==> src/rtl/rr_arbiter_param.sv <==
// Round-robin arbiter with grant hold until release; registered one-hot and binary grant outputs.
// Optional forced release after MAX_HOLD cycles is compiled in with `define RR_ARB_HOLD_TIMEOUT_EN.
module rr_arbiter_param #(
  parameter  int NUM_PORTS = 5,
  parameter  int MAX_HOLD  = 16,
  localparam int IDX_W     = $clog2(NUM_PORTS)
) (
  input  logic                 clk,
  input  logic                 rst_n,
  input  logic [NUM_PORTS-1:0] req_i,
  input  logic                 release_i,
  output logic [NUM_PORTS-1:0] gnt_o,
  output logic [IDX_W-1:0]     gnt_idx_o,
  output logic                 gnt_valid_o,
  output logic                 timeout_o,
  output logic                 dbg_state_o
);

  typedef enum logic {ST_IDLE = 1'b0, ST_HOLD = 1'b1} state_t;

  localparam logic [IDX_W-1:0] LAST_IDX = IDX_W'(NUM_PORTS - 1);

  state_t                 r_state;
  state_t                 w_state_nxt;
  logic [IDX_W-1:0]       r_ptr;
  logic [NUM_PORTS-1:0]   r_gnt;
  logic [IDX_W-1:0]       r_gnt_idx;
  logic                   r_gnt_valid;
  logic                   r_timeout;

  logic                   w_found;
  logic [IDX_W-1:0]       w_win;
  logic [IDX_W-1:0]       w_cand;
  logic                   w_rel_ext;
  logic                   w_to_hit;
  logic                   w_release;
  logic                   w_do_grant;
  logic                   w_go_idle;
  logic [NUM_PORTS-1:0]   w_gnt_nxt;
  logic [IDX_W-1:0]       w_idx_nxt;
  logic [IDX_W-1:0]       w_ptr_nxt;

  // Search upward from r_ptr with wrap; the holder sits at ptr-1, so it is checked last.
  always_comb begin
    w_found = 1'b0;
    w_win   = '0;
    w_cand  = '0;
    for (int i = 0; i < NUM_PORTS; i++) begin
      if (int'(r_ptr) + i >= NUM_PORTS)
        w_cand = IDX_W'(int'(r_ptr) + i - NUM_PORTS);
      else
        w_cand = IDX_W'(int'(r_ptr) + i);
      if (!w_found && req_i[w_cand]) begin
        w_found = 1'b1;
        w_win   = w_cand;
      end
    end
  end

  assign w_rel_ext = release_i | ~req_i[r_gnt_idx];

`ifdef RR_ARB_HOLD_TIMEOUT_EN
  logic [7:0] r_hold_cnt;

  assign w_to_hit = (r_state == ST_HOLD) && !w_rel_ext &&
                    (r_hold_cnt == 8'(MAX_HOLD - 1));

  always_ff @(posedge clk or negedge rst_n) begin
    if (!rst_n)
      r_hold_cnt <= '0;
    else if (w_do_grant || r_state != ST_HOLD)
      r_hold_cnt <= '0;
    else
      r_hold_cnt <= r_hold_cnt + 8'd1;
  end
`else
  // Constant false; MAX_HOLD only matters when the counter is compiled in.
  assign w_to_hit = (MAX_HOLD < 0);
`endif

  assign w_release  = (r_state == ST_HOLD) && (w_rel_ext || w_to_hit);
  assign w_do_grant = ((r_state == ST_IDLE) || w_release) && w_found;
  assign w_go_idle  = w_release && !w_found;

  // State register
  always_ff @(posedge clk or negedge rst_n) begin
    if (!rst_n)
      r_state <= ST_IDLE;
    else
      r_state <= w_state_nxt;
  end

  // Next-state logic
  always_comb begin
    w_state_nxt = r_state;
    if (w_do_grant)
      w_state_nxt = ST_HOLD;
    else if (w_go_idle)
      w_state_nxt = ST_IDLE;
  end

  // Output logic: next values for the registered grant outputs
  always_comb begin
    w_gnt_nxt = r_gnt;
    w_idx_nxt = r_gnt_idx;
    w_ptr_nxt = r_ptr;
    if (w_do_grant) begin
      w_gnt_nxt        = '0;
      w_gnt_nxt[w_win] = 1'b1;
      w_idx_nxt        = w_win;
      w_ptr_nxt        = (w_win == LAST_IDX) ? '0 : w_win + 1'b1;
    end else if (w_go_idle || r_state == ST_IDLE) begin
      w_gnt_nxt = '0;
      w_idx_nxt = '0;
    end
  end

  always_ff @(posedge clk or negedge rst_n) begin
    if (!rst_n) begin
      r_ptr       <= '0;
      r_gnt       <= '0;
      r_gnt_idx   <= '0;
      r_gnt_valid <= 1'b0;
      r_timeout   <= 1'b0;
    end else begin
      r_ptr       <= w_ptr_nxt;
      r_gnt       <= w_gnt_nxt;
      r_gnt_idx   <= w_idx_nxt;
      r_gnt_valid <= |w_gnt_nxt;
      r_timeout   <= w_to_hit;
    end
  end

  assign gnt_o       = r_gnt;
  assign gnt_idx_o   = r_gnt_idx;
  assign gnt_valid_o = r_gnt_valid;
  assign timeout_o   = r_timeout;
  assign dbg_state_o = r_state;

endmodule

==> config.mk <==
export PLATFORM = sky130hd
export DESIGN_NAME = rr_arbiter_param
export DESIGN_NICKNAME = d
export VERILOG_FILES = /design/src/rtl/rr_arbiter_param.sv
export SDC_FILE = /design/constraint.sdc
export NUM_CORES = 1
export LEC_CHECK = 0
export CORE_MARGIN = 2
export CORE_UTILIZATION = 57
export DETAILED_ROUTE_END_ITERATION = 6
export MAX_ROUTING_LAYER = met4
export PLACE_DENSITY = 0.81
export SLEW_MARGIN = 20
export SYNTH_ARGS = -nofsm -noshare
export SYNTH_HDL_FRONTEND = slang
export SYNTH_SLANG_ARGS = --single-unit
==> constraint.sdc <==
create_clock -name clk -period 4.5 [get_ports clk]
set_input_delay 1.125 -clock clk [delete_from_list [all_inputs] [get_ports clk]]
set_output_delay 1.125 -clock clk [all_outputs]
set_load 0.005 [all_outputs]
# Word-level counts from Yosys, hierarchy flattened
# Cells that the tools add are included.
# op_classes
n_eq_ne	1
muxes	36
magnitude_cmp	13
addsub	10
reduce_logical	18
bitwise_logic	3
# op_table
operator	count
3-bit two-way mux	13
3-bit by 4-bit < comparator with 1-bit output (second input constant)	7
1-bit binary-select mux with 3-bit select	6
4-bit by 3-bit greater-or-equal comparator with 1-bit output (second input constant)	4
3-bit subtractor (second input constant)	5
1-bit two-way mux	14
5-bit two-way mux	2
3-bit by 2-bit adder with 4-bit output (second input constant)	2
1-bit logical AND	8
1-bit zero test	5
5-bit OR reduction	1
3-bit by 1-bit adder with 4-bit output (second input constant)	1
3-bit by 3-bit adder with 4-bit output (second input constant)	1
2-bit nonzero test	2
3-bit by 1-bit adder with 3-bit output (second input constant)	1
1-bit demux with 3-bit select	1
3-bit == test (second input constant)	1
3-bit by 1-bit greater-or-equal comparator with 1-bit output (second input constant)	1
3-bit greater-or-equal comparator (second input constant)	1
1-bit logical OR	2
1-bit NOT	2
1-bit bitwise OR	1
# word_totals
out_inout_bits	11
inputBits	8
regBits	13

# Logic depth before layout (Yosys ltp)
# depth
depth_word	23
ltp_mapped	16
depth_no_buf	16

# Worst setup path after synthesis
# Ideal clock, no wire load.
# synth_path
path_kind	register to register
startpoint	reg r_ptr[0]
endpoint	reg r_ptr[2]
path_stages_with_launch	16
t_arrival_ps	3636
required_ps	4433
setup_time_ps	67
path_slack_ps	798
period_less_slack_ps	3702
path_cell_list	dfrtp_1 inv_2 ha_1 inv_1 fa_1 or3_1 and3_1 o21a_1 a21o_1 or3_4 o311ai_0 and2b_1 inv_1 ha_1 nor3_1 a221o_1
# synth_between
elab_chain_len	19
# synth_lines
element	line	source
from (decl)	25	logic [IDX_W-1:0] r_ptr;
from (signal assigned)	126	r_ptr <= w_ptr_nxt;
branches (longest 19 deep; another with 3-bit by 1-bit adder with 4-bit output)	n/a	
# Parallel ways; which one is timed is not known. The select of a mux whose other input is x is not followed.
# A chain may end at the register's enable or synchronous reset.

# Worst setup path after layout
# layout_path
startpoint	reg r_ptr[1]
endpoint	reg r_ptr[2]
# Same word-level chain as after synthesis.

==> impl_metrics.ini <==
[floorplanning]
row_count = 19
ios = 19
fp.dieH_um = 59.02
core_area_um2 = 2805
die-area_um2 = 3483
chipWidth_um = 59.02
start_util_pct = 61.51

[synth]
synth_common_cells = 17 x nand2_1, 14 x o21ai_0, 13 x dfrtp_1
ys.flop_type = dfrtp_1
syn-num-nets = 233
yosys-top-cells-area = dfrtp_1 19%, ha_1 6.5%, o21ai_0 4.1%, nand2_1 3.7%, nand2b_1 3.6%
syn_inst = 215
synth-seq-cells = 13
avgSynthCellArea_um2 = 8.025
yosysUniqueCellTypes = 71
yosys_warnings = 0
ys_async_sr_fraction_pct = 100.0
netlist_area_um2 = 1725
ys_seq_area_share_pct = 18.85
synth_top_area_cell = dfrtp_1
yosysMostFrequentCell = nand2_1
yosysTopAreaCellShare_pct = 18.85
synth_edf_count = 0

[setup_path]
worstPathCellList = inv_1 -> ha_1 -> ha_1 -> or2_2 -> o21ai_0 -> a221oi_1 -> a32oi_1 -> o21a_1 -> nor2_1 -> o311ai_0 -> and2b_1 -> inv_1 -> ha_1 -> nor3_1 -> a221o_1
cp_slowest_stage_delay_ns = 0.58
worstPathMaxFanout = 11
critPathCaptureType = flop
crit_path_frequent_cell = ha_1
cp-start-kind = flop
required_ns = 4.73
critPathSlowestCell = dfrtp_1
arrival_ns = 4.43
critical_path_class = reg -> reg

[cts]
postCtsHoldBufs = 0
cts_resized = 0
root_buffer = clkbuf_4
path_clk_slew_ns = 0.08
htree_levels = 1
cts.path.max_buffers = 2
clock_latency_ns = 0.29
cts_buffers = 3
cts.sinks = 13
post_cts_buffers = 0
tritoncts = done

[detailed_routing]
post_drt_via_cell_ratio = 6.770
vias = 1767
dr.pass1.iters = 4
ant_nets = 0
route.detailed.drc = 0
drt_wl_total_um = 4694
wire_per_inst_um = 17.98
drtIter0Drc = 203

[global_routing]
grt-ovfl-total = 0
use_met2_pct = 43.97
met1_usage_pct = 41.90
met3_usage_pct = 4.585
track_usage_pct = 29.24
grt.busiest_layer = met2
antenna_found_initial = 0
grt_max_degree = 29
grt_pass1_vias = 1631
grt_pass1_wl_um = 7659

[layout]
design_area_um2 = 1933
syn_to_final_growth_pct = 12.04
diodes = 0
n_fill_cell = 229
drive_above_1_share_pct = 10.43
nets = 249

[timing]
slew_viol_final = 0
slew_headroom_pct = 57.12
tightestPinTransition_ns = 0.6432
fmax_mhz = 238.3
finClkSkew_ns = 0.001939
timing.final.hold_violations = 0
fin_crit_sh_pct = 93.24
period_needed_ns = 4.196
timing.setup.tns_ns = 0
finalSetupViolations = 0
grt_setup_unrepaired = no

[place]
io_buffers = 17
gp_congestion = 0.9757
dp_hpwl_um = 3660
placed_cell_area_um2 = 1907

[worst_hold_path]
hold_class = reg -> reg

[outcome]
status = finished, final reports clean

[job]
maxCapViolations = 0
## metal layers
| layer | vias to the layer above | part of all wire, % |
|---|---|---|
| met5 | - | 0 |
| met4 | 0 | 1.2 |
| met3 | 6 | 8.4 |
| met2 | 77 | 45 |
| met1 | 833 | 45 |
| li1 | 851 | - |
## flip-flops by register name (all words and copies together) (netlist names)
register / cells
dbg_state_o: 1
gnt_o: 5
gnt_idx_o: 3
r_ptr: 3
gnt_valid_o: 1
## layout make-up
cell class	instances	area, µm²	area share [%]
well taps	31	38.79	2.006
multi-input cells	182	1309	67.70
repair buffers	20	192.7	9.968
clock buffers	4	26.28	1.359
inverters	11	41.29	2.136
flip-flops and latches	13	325.3	16.83
## final timing paths
path	end	start	slack (ns)	cells past startpoint
worst max-delay path	r_ptr[2]	r_ptr[1]	0.30	15
worst min-delay path	gnt_o[0]	gnt_o[0]	0.51	2
worst max register to register	r_ptr[2]	r_ptr[1]	0.30	15
worst min register to register	gnt_o[0]	gnt_o[0]	0.51	2
max in group asynchronous	gnt_o[3]	rst_n	2.91	1
min in group asynchronous	gnt_o[0]	rst_n	1.21	1
## kinds of logic (layout without fill, tap and decap cells)
logic type / count (synthesis) / in the layout / synth area share, %
AOI/OAI and AO/OA: 85 / 85 / 36.84
xor gates and xnor gates: 4 / 4 / 2.030
adders and majority gates: 10 / 10 / 7.687
buffers and inverters: 20 / 35 / 5.293
DFF: 13 / 13 / 18.85
muxes: 5 / 5 / 3.698
other: 1 / 1 / 0.2173
and+or+nand+nor: 77 / 77 / 25.38
## stage by stage
stage / cells / utilization, % / worst slack [ns] / hold slack [ns]
floorplan: 215 / - / 0.7975 / 0.4823
global placement: 257 / 67.98 / 0.3134 / 0.4855
detailed placement: 257 / 67.98 / 0.2082 / 0.4952
CTS: 261 / 68.91 / 0.3639 / 0.5136
global route: 261 / 68.91 / 0.02115 / 0.5482
finish: 261 / 68.91 / 0.3043 / 0.5110
## worst max-delay path, delay by kind of cell, from the launching register on
kind	cells	cell delay (ns)
AOI/OAI and AO/OA	6	1.50
adders and majority gates	3	0.91
and+or+nand+nor	4	0.82
DFF	1	0.58
buffers and inverters	2	0.33
## placed cells by master (no fill, tap or decap), drive strengths merged, types with 2 or more instances in the layout
cell type and instances:
mux2i 3, o31ai 5, a21oi 12, nand2 17, a211oi 3, clkbuf 4
o311ai 2, a221oi 2, o41ai 2, ha 9, inv 11, o22ai 2
nor2b 4, or3 3, dfrtp 13, a22o 6, a21o 2, buf 3
clkdlybuf4s50 17, and3b 2, o21ai 14, a211o 3, or2 3, nor3 7
and3 2, nor2 13, a221o 2, nand3 3, nor3b 2, a21boi 3
o21a 7, and2 2, or3b 2, nand2b 10, xnor2 4, o211ai 6
Power is left out: the tool's default activity adds up to more than one toggle a clock period on the data nets, which glitch-free logic cannot reach.
